File: src/rtl/dac_sample_tx_pkg.sv
// dac_sample_tx_pkg: shared constants and FSM encoding for the DAC transmit path
package dac_sample_tx_pkg;
    localparam logic [7:0] ADC_OFFSET        = 8'd127;
    localparam logic [7:0] IDLE_CODE_DEFAULT = 8'd127;
    typedef enum logic [1:0] {IDLE = 2'd0, PRIME = 2'd1, RUN = 2'd2} state_t;
endpackage

File: src/rtl/dac_sample_tx_fifo.sv
// dac_sample_tx_fifo: synchronous sample FIFO with flush and registered occupancy
module dac_sample_tx_fifo #(
    parameter int DATA_W     = 8,
    parameter int FIFO_DEPTH = 16
) (
    input  logic                          clk,
    input  logic                          rst,
    input  logic                          push,
    input  logic                          pop,
    input  logic                          flush,
    input  logic [DATA_W-1:0]             data,
    output logic [DATA_W-1:0]             head,
    output logic                          full,
    output logic                          empty,
    output logic [$clog2(FIFO_DEPTH):0]   level
);
    localparam int AW = $clog2(FIFO_DEPTH);
    logic [DATA_W-1:0] mem [FIFO_DEPTH];
    logic [AW-1:0] wr, rd;
    logic wr_en, rd_en;
    assign full  = level[AW];
    assign empty = level == '0;
    assign head  = mem[rd];
    assign wr_en = push && !full;
    assign rd_en = pop && !empty;
    // pointers and occupancy; flush drops everything in flight
    always_ff @(posedge clk) begin
        if (rst || flush) begin
            wr    <= '0;
            rd    <= '0;
            level <= '0;
        end else begin
            if (wr_en) wr <= wr + 1'b1;
            if (rd_en) rd <= rd + 1'b1;
            level <= level + (AW+1)'(wr_en) - (AW+1)'(rd_en);
        end
    end
    // sample storage
    always_ff @(posedge clk) begin
        if (wr_en && !flush) mem[wr] <= data;
    end
endmodule

File: src/rtl/dac_sample_tx.sv
// dac_sample_tx: buffers samples and paces them out to a parallel DAC at a programmable rate
module dac_sample_tx
    import dac_sample_tx_pkg::*;
#(
    parameter int                DATA_W     = 8,
    parameter int                FIFO_DEPTH = 16,
    parameter int                DIV_W      = 16,
    parameter int                TWOS_COMP  = 0,
    parameter logic [DATA_W-1:0] IDLE_CODE  = DATA_W'(IDLE_CODE_DEFAULT)
) (
    input  logic                          clk,
    input  logic                          rst,
    input  logic                          enable,
    input  logic [DIV_W-1:0]              rate_div,
    input  logic [DATA_W-1:0]             s_data,
    input  logic                          s_valid,
    output logic                          s_ready,
    output logic                          dac_clk,
    output logic [DATA_W-1:0]             dac_data,
    output logic                          dac_strobe,
    output logic                          underflow,
    output logic [15:0]                   underflow_cnt,
    output logic [$clog2(FIFO_DEPTH):0]   fifo_level
);
    localparam int LW = $clog2(FIFO_DEPTH) + 1;

    function automatic logic [DATA_W-1:0] conv(input logic [DATA_W-1:0] x);
        return (TWOS_COMP != 0) ? x - DATA_W'(ADC_OFFSET) : x;
    endfunction

    state_t state, state_nx;
    logic [DIV_W-1:0] cnt, div_q;
    logic [DATA_W-1:0] head;
    logic full, empty, push, pop, flush, run, tick, enable_q;

    assign dac_clk = ~clk;
    assign run     = state == RUN && enable;
    assign tick    = run && cnt == div_q;

    dac_sample_tx_fifo #(.DATA_W(DATA_W), .FIFO_DEPTH(FIFO_DEPTH)) u_fifo (
        .clk(clk), .rst(rst), .push(push), .pop(pop), .flush(flush), .data(s_data),
        .head(head), .full(full), .empty(empty), .level(fifo_level)
    );

    // state register
    always_ff @(posedge clk) begin
        if (rst) state <= IDLE;
        else     state <= state_nx;
    end

    // next state: IDLE -> PRIME -> RUN once half full; enable low always returns to IDLE
    always_comb begin
        state_nx = !enable ? IDLE
                 : state == RUN ? RUN
                 : (state == PRIME && fifo_level >= LW'(FIFO_DEPTH / 2)) ? RUN
                 : PRIME;
    end

    // FSM outputs: handshake, pop on tick, flush whenever stopped
    always_comb begin
        s_ready = state != IDLE && !full;
        push    = s_valid && s_ready;
        pop     = tick && !empty;
        flush   = !enable || state == IDLE;
    end

    // rate divider: free while running, reloads rate_div only at tick boundaries
    always_ff @(posedge clk) begin
        if (rst || !run) begin
            cnt   <= '0;
            div_q <= rate_div;
        end else if (tick) begin
            cnt   <= '0;
            div_q <= rate_div;
        end else begin
            cnt   <= cnt + 1'b1;
        end
    end

    // output register, strobes and saturating underflow counter
    always_ff @(posedge clk) begin
        if (rst) begin
            dac_data      <= conv(IDLE_CODE);
            dac_strobe    <= 1'b0;
            underflow     <= 1'b0;
            underflow_cnt <= '0;
            enable_q      <= 1'b0;
        end else begin
            enable_q      <= enable;
            dac_strobe    <= pop;
            underflow     <= tick && empty;
            dac_data      <= !enable ? conv(IDLE_CODE) : pop ? conv(head) : dac_data;
            underflow_cnt <= (enable && !enable_q) ? '0
                           : (tick && empty && underflow_cnt != 16'hFFFF) ? underflow_cnt + 1'b1
                           : underflow_cnt;
        end
    end
endmodule
File: config.mk
export PLATFORM = sky130hd
export DESIGN_NAME = dac_sample_tx
export DESIGN_NICKNAME = d
export VERILOG_FILES = /design/src/rtl/dac_sample_tx_pkg.sv /design/src/rtl/dac_sample_tx_fifo.sv /design/src/rtl/dac_sample_tx.sv
export SDC_FILE = /design/constraint.sdc
export NUM_CORES = 1
export LEC_CHECK = 0
export ABC_AREA = 1
export CORE_MARGIN = 2
export CORE_UTILIZATION = 55
export DETAILED_ROUTE_END_ITERATION = 6
export HOLD_SLACK_MARGIN = 0.02
export PLACE_DENSITY_LB_ADDON = 0.1
export SLEW_MARGIN = 10
export SYNTH_ARGS = -nofsm -noshare
export SYNTH_HDL_FRONTEND = slang
export SYNTH_HIERARCHICAL = 1
export SYNTH_SLANG_ARGS = --single-unit
File: constraint.sdc
create_clock -name clk -period 3.85 [get_ports clk]
set_input_delay 0.5775 -clock clk [delete_from_list [all_inputs] [get_ports clk]]
set_output_delay 0.5775 -clock clk [all_outputs]
set_load 0.05 [all_outputs]
==> parameters.txt, run 1 <==
Parameter                              Value

Run status
  Run status ... finished, final reports clean

Worst hold path
  Hold Path Stages ... 1
  Tightest Hold Check Type ... reg -> reg

CTS
  TritonCTS clock tree ... done
  Depth of the CTS H-tree ... 1
  TritonCTS buffer count ... 23
  Number of cells upsized or downsized after cts ... 1
  Setup Fix Bufs, Post-CTS ... 0
  Max Root-Sink Buffers ... 3
  Post-cts hold buffer count ... 0
  CTS clock-pin slew for the worst setup and hold paths ... approximately 0.060 ns
  Clock latency reported for the late side of the worst-skew pair ... 0.51 ns
  Root buffer cell ... sky130_fd_sc_hd__clkbuf_16

Logic synthesis
  Net Count, Synth ... between 1000 and 1500
  Most repeated cell in the gate-level netlist after synthesis ... sky130_fd_sc_hd__nand2_1
  Cell types with the largest area share after synthesis ... sky130_fd_sc_hd__edfxtp_1 45%, sky130_fd_sc_hd__dfxtp_1 13%, sky130_fd_sc_hd__nand2_1 12%
  Yosys warnings ... 6
  Mean post-synth cell area ... roughly 8.7 µm²
  Most numerous cell types in the synthesized netlist ... 319 x sky130_fd_sc_hd__nand2_1, 187 x sky130_fd_sc_hd__inv_1, 144 x sky130_fd_sc_hd__edfxtp_1, 122 x sky130_fd_sc_hd__nand3_1, 104 x sky130_fd_sc_hd__nor2_1
  Post-synthesis sequential area ratio ... 57.7%
  Portion of synthesized cell area occupied by the leading cell type ... 44.8%
  Dominant cell type by area after synthesis ... sky130_fd_sc_hd__edfxtp_1
  Share of synthesized registers carrying an async set or reset ... 0%
  Number of instances in the synthesized netlist ... 1107
  Netlist area before placement ... around 9600 µm²
  Register bit count reported by yosys ... between 200 and 250
  Number of synthesized flops with an enable pin ... 144
  Top FF cell, synth ... sky130_fd_sc_hd__edfxtp_1
  Synth cell types ... 39

Timing
  Hold Vio Cnt, Final ... 0
  Worst-case headroom to the max-slew limit ... around 22%
  Transition time of the tightest slew-check pin ... 1.17 ns
  Total negative setup slack ... 0 ns
  Unrepaired setup endpoints after global routing ... false
  Final-report setup violation count ... 0
  Total count of max-transition violations in the final report ... 0
  Clock skew ... roughly 0.017 ns

GRT
  Via count of the first global-routing pass ... ~6700
  Antenna violations before repair ... 0
  Global-route congestion overflow total ... 0
  First-pass GRT wire length ... 33.5 mm
  Pin count of the biggest net entering global routing ... 65
  All-layer global routing usage ... roughly a quarter

Worst setup path
  Critical Path Slowest Stage Cell ... sky130_fd_sc_hd__dlygate4sd2_1
  Count of cell instances traversed by the critical path ... 5
  Dominant cell type by count on the critical path ... sky130_fd_sc_hd__clkbuf_16
  Critical Setup Path Class ... clk -> out
  Combined buffer and inverter count along the critical path ... 5
  Arrival time at the worst endpoint ... 2.99 ns
  Crit-path max FO ... 12
  Required @ worst endpoint ... 3.27 ns
  Critical path's top delay family ... buffers and inverters
  Critical Path Max Stage Delay ... 0.51 ns
  Endpoint type of the worst setup path ... primary output
  Depth of the most critical reg-to-reg path ... 20
  Chain of cells forming the critical path ... clkbuf_16 > clkbuf_16 > clkbuf_16 > inv_1 > dlygate4sd2_1
  Startpoint kind of the worst setup timing path ... clock port

Drt
  Detailed router's first-iteration violation count ... 503
  Routed length on met3 ... 1.18 mm
  Top layer reached by signal wires ... met4
  DRC violations left ... 0
  DRT Pass-1 Iters ... 5
  Detailed Route WL ... 21.3 mm
  Antenna-violating nets left ... 0
  Total via count in the routed design ... 7247
  Routed length on met1 ... approximately 9.5 mm
  Via-per-instance ratio ... 5.15
  Routed length on met2 ... 10.2 mm
  Routed len/inst ... approximately 15 µm

Layout
  Sequential cell area in the final layout ... 5570 µm²
  Fin cells ... 1407
  Final nets ... around 1200
  Non-Filler Cell Area, Final ... roughly 11000 µm²
  Antenna diode instance count ... 0
  Area delta synth->final ... 15.3%
  Area occupied by multi-input gates ... slightly above 3000 µm²
  Fraction of final layout cells sized beyond drive strength 1 ... 6.43%
  Count of fill cells added during filler insertion ... 1425

Placement
  Total cell area at the placement stage ... 10300 µm²
  Detailed placement HPWL ... ~14 mm
  RePlAce Congestion ... 0.823
  PortBufs ... 60
  Post-Place Cells ... about 1400

Floorplan
  Number of ports placed on the die boundary ... 61
  Full die area ... 18600 µm²
  Placement Rows ... 48
  Area inside the core boundary ... 17200 µm²
  Initial cell density of the core ... between 50% and 60%
  Die height ... between 100 and 150 µm
  Chip width ... between 100 and 150 µm

Power and ir drop
  Leakage Power ... between 4 and 5 nW
  Final Power ... 4.73 mW
  Peak supply drop ... about 0.00039 V
  Power Dens Cells ... 425 nW/µm²

Run
  Max_cap viols ... 0
## per-layer routing
layer,global-route usage (%),up-vias
li1,-,3639
met1,32.3,3360
met2,38.5,216
met3,3.21,32
met4,6.66,0
met5,0,-
## per-stage QoR
stage               util, %  worst slack, ns  hold WS (ns)
finish                 64.5            0.279         0.469
global route           64.5            0.251         0.508
CTS                    64.5            0.260         0.476
detailed placement     60.0            0.475         0.453
global placement       60.0            0.539         0.445
floorplan                 -             1.01         0.430
## worst reg2reg max path, stage by stage (launching register included)
cell                       delay, ns
sky130_fd_sc_hd__dfxtp_1        0.34
sky130_fd_sc_hd__inv_1          0.10
sky130_fd_sc_hd__ha_1           0.16
sky130_fd_sc_hd__inv_1          0.05
sky130_fd_sc_hd__nor2_2         0.13
sky130_fd_sc_hd__nand2_1        0.10
sky130_fd_sc_hd__inv_1          0.10
sky130_fd_sc_hd__inv_1          0.09
sky130_fd_sc_hd__nand2_1        0.10
sky130_fd_sc_hd__inv_1          0.05
sky130_fd_sc_hd__a21boi_2       0.17
sky130_fd_sc_hd__ha_1           0.28
sky130_fd_sc_hd__inv_1          0.04
sky130_fd_sc_hd__ha_1           0.19
sky130_fd_sc_hd__fa_1           0.38
sky130_fd_sc_hd__nand2_1        0.09
sky130_fd_sc_hd__a21oi_1        0.07
sky130_fd_sc_hd__nor2_1         0.12
sky130_fd_sc_hd__nand2_1        0.07
sky130_fd_sc_hd__nand2_1        0.05
sky130_fd_sc_hd__nor2_1         0.04
## flip-flops by register name, indices dropped and copies added (netlist names), named ones only
register / flops
u_fifo/wr: 4
dac_strobe: 1
underflow: 1
u_fifo/level: 5
div_q: 16
underflow_cnt: 16
enable_q: 1
u_fifo/rd: 4
dac_data: 8
state: 2
cnt: 16
u_fifo/mem: 128
## layout by cell type, fill, tap and decap left out, drive strengths merged, types with 2 or more instances in the layout
master	Yosys	final
nand2	321	321
dfxtp	62	62
nand3	124	124
inv	202	203
nor3b	4	4
a21oi	16	16
o21ai	11	11
xor2	4	4
clkinv	1	10
ha	13	13
edfxtp	144	144
buf	33	7
clkdlybuf4s50	0	59
nor3	10	10
nand3b	2	2
nor2	113	113
nand4	31	31
clkbuf	1	30
or2	2	2
xnor2	6	6
bufinv	0	2
## area by class of cell
cell class,instances,share of cell area (%)
inverter,202,6.82
timing repair buffer,66,5.79
multi-input combinational,664,27.7
sequential,206,50.1
clock buffer,31,6.04
clock inverter,13,1.00
tap,225,2.53
## report_power, final
group / leakage, nW / internal (mW) / switching [mW]
combinational: 2.40 / 0.0396 / 0.0598
clock: 0.394 / 1.35 / 0.894
sequential: 1.82 / 2.38 / 0.00570
## cell families after synthesis
logic type	synth area share, %
compound gates	1.70
xor+xnor	0.908
fa+ha+maj	1.89
buf+inv	10.3
flops	57.7
simple gates	27.5
## path summary, 6_finish.rpt
check | end | startpoint | slack, ns
worst max-delay path | dac_clk | clk | 0.28
worst min-delay path | cnt[0] | cnt[0] | 0.47
worst max register to register | u_fifo/level[4] | u_fifo/level[3] | 1.03
worst min register to register | cnt[0] | cnt[0] | 0.47
No activity file was read; power rests on OpenSTA's default activity.
==> run 2: changes to the inputs <==
--- a/config.mk
+++ b/config.mk
@@ -6,8 +6,9 @@
 export NUM_CORES = 1
 export LEC_CHECK = 0
 export ABC_AREA = 1
+export CORE_ASPECT_RATIO = 0.7
 export CORE_MARGIN = 2
-export CORE_UTILIZATION = 55
+export CORE_UTILIZATION = 38
 export DETAILED_ROUTE_END_ITERATION = 6
 export HOLD_SLACK_MARGIN = 0.02
 export PLACE_DENSITY_LB_ADDON = 0.1
==> constraint.sdc (replaced) <==
create_clock -name clk -period 3.6 [get_ports clk]
set_input_delay 0.54 -clock clk [delete_from_list [all_inputs] [get_ports clk]]
set_output_delay 0.54 -clock clk [all_outputs]
set_load 0.05 [all_outputs]
==> run 2 against run 1 <==
Against the previous run:
- flip-flop and latch count unchanged
- non-clock buffer count rose by 18
- die area up 43%
- routed wire length is 6.3% higher
- final cell count up 8.2%
- clock skew is 0.0094 ns lower
- sequential share of layout area shrank 0.69 points
- power increased by 2.9%
- critical endpoint unchanged
- largest power group unchanged
==> parameters.txt, run 2 (synthesis gave the netlist of run 1 again) <==
Parameter                              Value

Worst setup path
  Start of the worst register-to-register path ... u_fifo/level[3] (unchanged)
  Critical Setup Path Class ... clk -> out (unchanged)
  Required @ worst endpoint ... 3.06 ns (was 3.27 ns)
  Arrival time at the worst endpoint ... 2.87 ns (was 2.99 ns)
  Endpoint type of the worst setup path ... primary output (unchanged)
  Capture instance of the worst register-to-register path ... u_fifo/level[4] (unchanged)
  Depth of the most critical reg-to-reg path ... 20 (unchanged)
  Worst R2R Setup Slack ... 0.78 ns (was 1.03 ns)
  Crit-path max FO ... 11 (was 12)
  Startpoint kind of the worst setup timing path ... clock port (unchanged)

Layout
  Area delta synth->final ... 16.9% (was 15.3%)
  Final nets ... 1224 (was 1207)
  Register bank with the most flops ... u_fifo/mem (unchanged)
  Most frequent cells in the layout ... 319 x sky130_fd_sc_hd__nand2_1, 187 x sky130_fd_sc_hd__inv_1, 144 x sky130_fd_sc_hd__edfxtp_1 (unchanged)
  Most common cell after layout, fill and taps aside ... sky130_fd_sc_hd__nand2_1 (unchanged)
  Utilization after layout ... 45.5% (was 64.5%)
  Fin cells ... 1522 (was 1407)
  Fraction of final layout cells sized beyond drive strength 1 ... 7.27% (was 6.43%)
  Count of fill cells added during filler insertion ... 2451 (was 1425)
  Non-Filler Cell Area, Final ... 11300 µm² (was 11100 µm²)
  Number of flip-flops in the largest register ... 128 (unchanged)
  Antenna diode instance count ... 0 (unchanged)

Floorplan
  Area inside the core boundary ... 24800 µm² (was 17200 µm²)
  Full die area ... 26700 µm² (was 18600 µm²)
  Die height ... 137 µm (was 136 µm)
  Number of ports placed on the die boundary ... 61 (unchanged)
  Chip width ... 194 µm (was 136 µm)
  Placement Rows ... 48 (unchanged)
  Initial cell density of the core ... 38.9% (was 56.0%)

GRT
  Antenna violations before repair ... 0 (unchanged)
  Pin count of the biggest net entering global routing ... 65 (unchanged)
  All-layer global routing usage ... 17.2% (was 23.3%)
  First-pass GRT wire length ... 35.7 mm (was 33.5 mm)
  Via count of the first global-routing pass ... 6269 (was 6722)
  Global-route congestion overflow total ... 0 (unchanged)

Placement
  Total cell area at the placement stage ... 10600 µm² (was 10300 µm²)
  PortBufs ... 60 (unchanged)
  RePlAce Congestion ... 0.818 (was 0.823)
  Post-Place Cells ... 1483 (was 1365)
  Pre-CTS setup slack ... 0.216 ns (was 0.475 ns)
  Detailed placement HPWL ... 15.2 mm (was 13.5 mm)

Power and ir drop
  Combinational cell fraction of total power ... 2.2% (was 2.1%)
  Relative contribution of sequential cells to total power ... 52.4% (was 50.4%)
  Peak supply drop ... 0.000287 V (was 0.000387 V)
  Clock network fraction of total power ... 45.5% (was 47.5%)
  Power Dens Cells ... 432 nW/µm² (was 425 nW/µm²)
  Leakage Power ... 4.65 nW (was 4.62 nW)
  Final Power ... 4.87 mW (was 4.73 mW)
  Sw Share ... 21.2% (was 20.3%)
  Net Sw Power ... 1.03 mW (was 959 µW)
  Cell internal pwr ... 3.83 mW (was 3.77 mW)

Timing
  Transition time of the tightest slew-check pin ... 0.917 ns (was 1.17 ns)
  Hold Vio Cnt, Final ... 0 (unchanged)
  Total negative setup slack ... 0 ns (unchanged)
  Unrepaired setup endpoints after global routing ... false (unchanged)
  Total count of max-transition violations in the final report ... 0 (unchanged)
  Worst hold-check slack ... 0.470 ns (was 0.469 ns)
  Worst-case headroom to the max-slew limit ... 38.8% (was 22.1%)
  Final-report setup violation count ... 0 (unchanged)
  Clock skew ... 0.00791 ns (was 0.0173 ns)
  Setup ws final ... 0.192 ns (was 0.279 ns)

CTS
  TritonCTS clock tree ... done (unchanged)
  Clock latency reported for the late side of the worst-skew pair ... 0.50 ns (was 0.51 ns)
  Depth of the CTS H-tree ... 1 (unchanged)
  CTS clock-pin slew for the worst setup and hold paths ... 0.06 ns (about the same)
  Max Root-Sink Buffers ... 3 (unchanged)
  Root buffer cell ... sky130_fd_sc_hd__clkbuf_16 (unchanged)
  TritonCTS buffer count ... 22 (was 23)

Worst hold path
  Worst min-delay path startpoint ... cnt[0] (unchanged)
  Worst hold path endpoint ... cnt[0] (unchanged)
  Hold Path Stages ... 1 (unchanged)
  Tightest Hold Check Type ... reg -> reg (unchanged)

Drt
  Detailed Route WL ... 22.7 mm (was 21.3 mm)
  Total via count in the routed design ... 7030 (was 7247)
  Antenna-violating nets left ... 0 (unchanged)
  Via-per-instance ratio ... 4.62 (was 5.15)
  DRT Pass-1 Iters ... 7 (was 5)
  DRC violations left ... 0 (unchanged)
  Detailed router's first-iteration violation count ... 387 (was 503)
  Routed len/inst ... 14.9 µm (was 15.1 µm)

Run
  Max_cap viols ... 0 (unchanged)

Run status
  Run status ... finished, final reports clean (unchanged)
run 2: cell count changes in the layout (fill, tap and decap cells not counted):
cell	delta
sky130_fd_sc_hd__clkbuf_16	-1
sky130_fd_sc_hd__clkinvlp_2	+1
sky130_fd_sc_hd__bufinv_16	-1
sky130_fd_sc_hd__clkinv_1	-1
sky130_fd_sc_hd__inv_6	-1
sky130_fd_sc_hd__clkinv_2	-1
sky130_fd_sc_hd__clkbuf_8	-4
sky130_fd_sc_hd__clkbuf_1	+5
sky130_fd_sc_hd__buf_4	+18
run 2: area by class of cell:
type,instances,area [µm²],share of cell area (%)
well taps,325,407,3.61
multi-input cells,664,3080,27.4
repair buffers,84,778,6.90
clock buffers,31,611,5.42
clock inverters,10,68.8,0.610
inverters,202,758,6.73
flip-flops and latches,206,5570,49.4
run 2: repair_timing:
action | in CTS | in global routing
hold buffers | 0 | 0
gates resized for setup | 1 | 0
buffers inserted | 0 | 0
endpoints found under the setup margin | 1 | 0
run 2: power by group through the flow:
| stage | clock network [mW] | registers [mW] | logic [mW] |
|---|---|---|---|
| final | 2.21 | 2.55 | 0.105 |
| after global routing | 2.37 | 2.55 | 0.118 |
| after CTS | 2.28 | 2.55 | 0.107 |
| after detailed placement | 0.0679 | 2.60 | 0.107 |
| after global placement | 0.0679 | 2.60 | 0.107 |
| after floorplan | 0.0469 | 2.60 | 0.0401 |
run 2: worst max path at each step:
stage	startpoint	end	slack (ns)	cells after the start
6_report	clk	dac_clk	0.19	5
5_1_grt	clk	dac_clk	0.14	5
4_1_cts	clk	dac_clk	0.16	5
3_5_place_dp	enable	u_fifo/level[4]	0.22	20
3_3_place_gp	enable	u_fifo/level[4]	0.29	20
2_1_floorplan	u_fifo/level[3]	u_fifo/level[4]	0.76	20
run 2: per-layer routing:
| layer | track usage (%) | up-vias | part of all wire, % |
|---|---|---|---|
| met4 | 3.89 | 0 | 1.8 |
| li1 | - | 3667 | - |
| met3 | 2.45 | 30 | 3.7 |
| met1 | 28.3 | 3219 | 56 |
| met2 | 23.1 | 114 | 38 |
| met5 | 0 | - | 0 |
run 2: worst max-delay path: stages:
cell and delay (ns):
sky130_fd_sc_hd__clkbuf_16 0.13, sky130_fd_sc_hd__clkbuf_16 0.20, sky130_fd_sc_hd__clkbuf_16 0.17, sky130_fd_sc_hd__inv_1 0.05, sky130_fd_sc_hd__dlygate4sd2_1 0.52
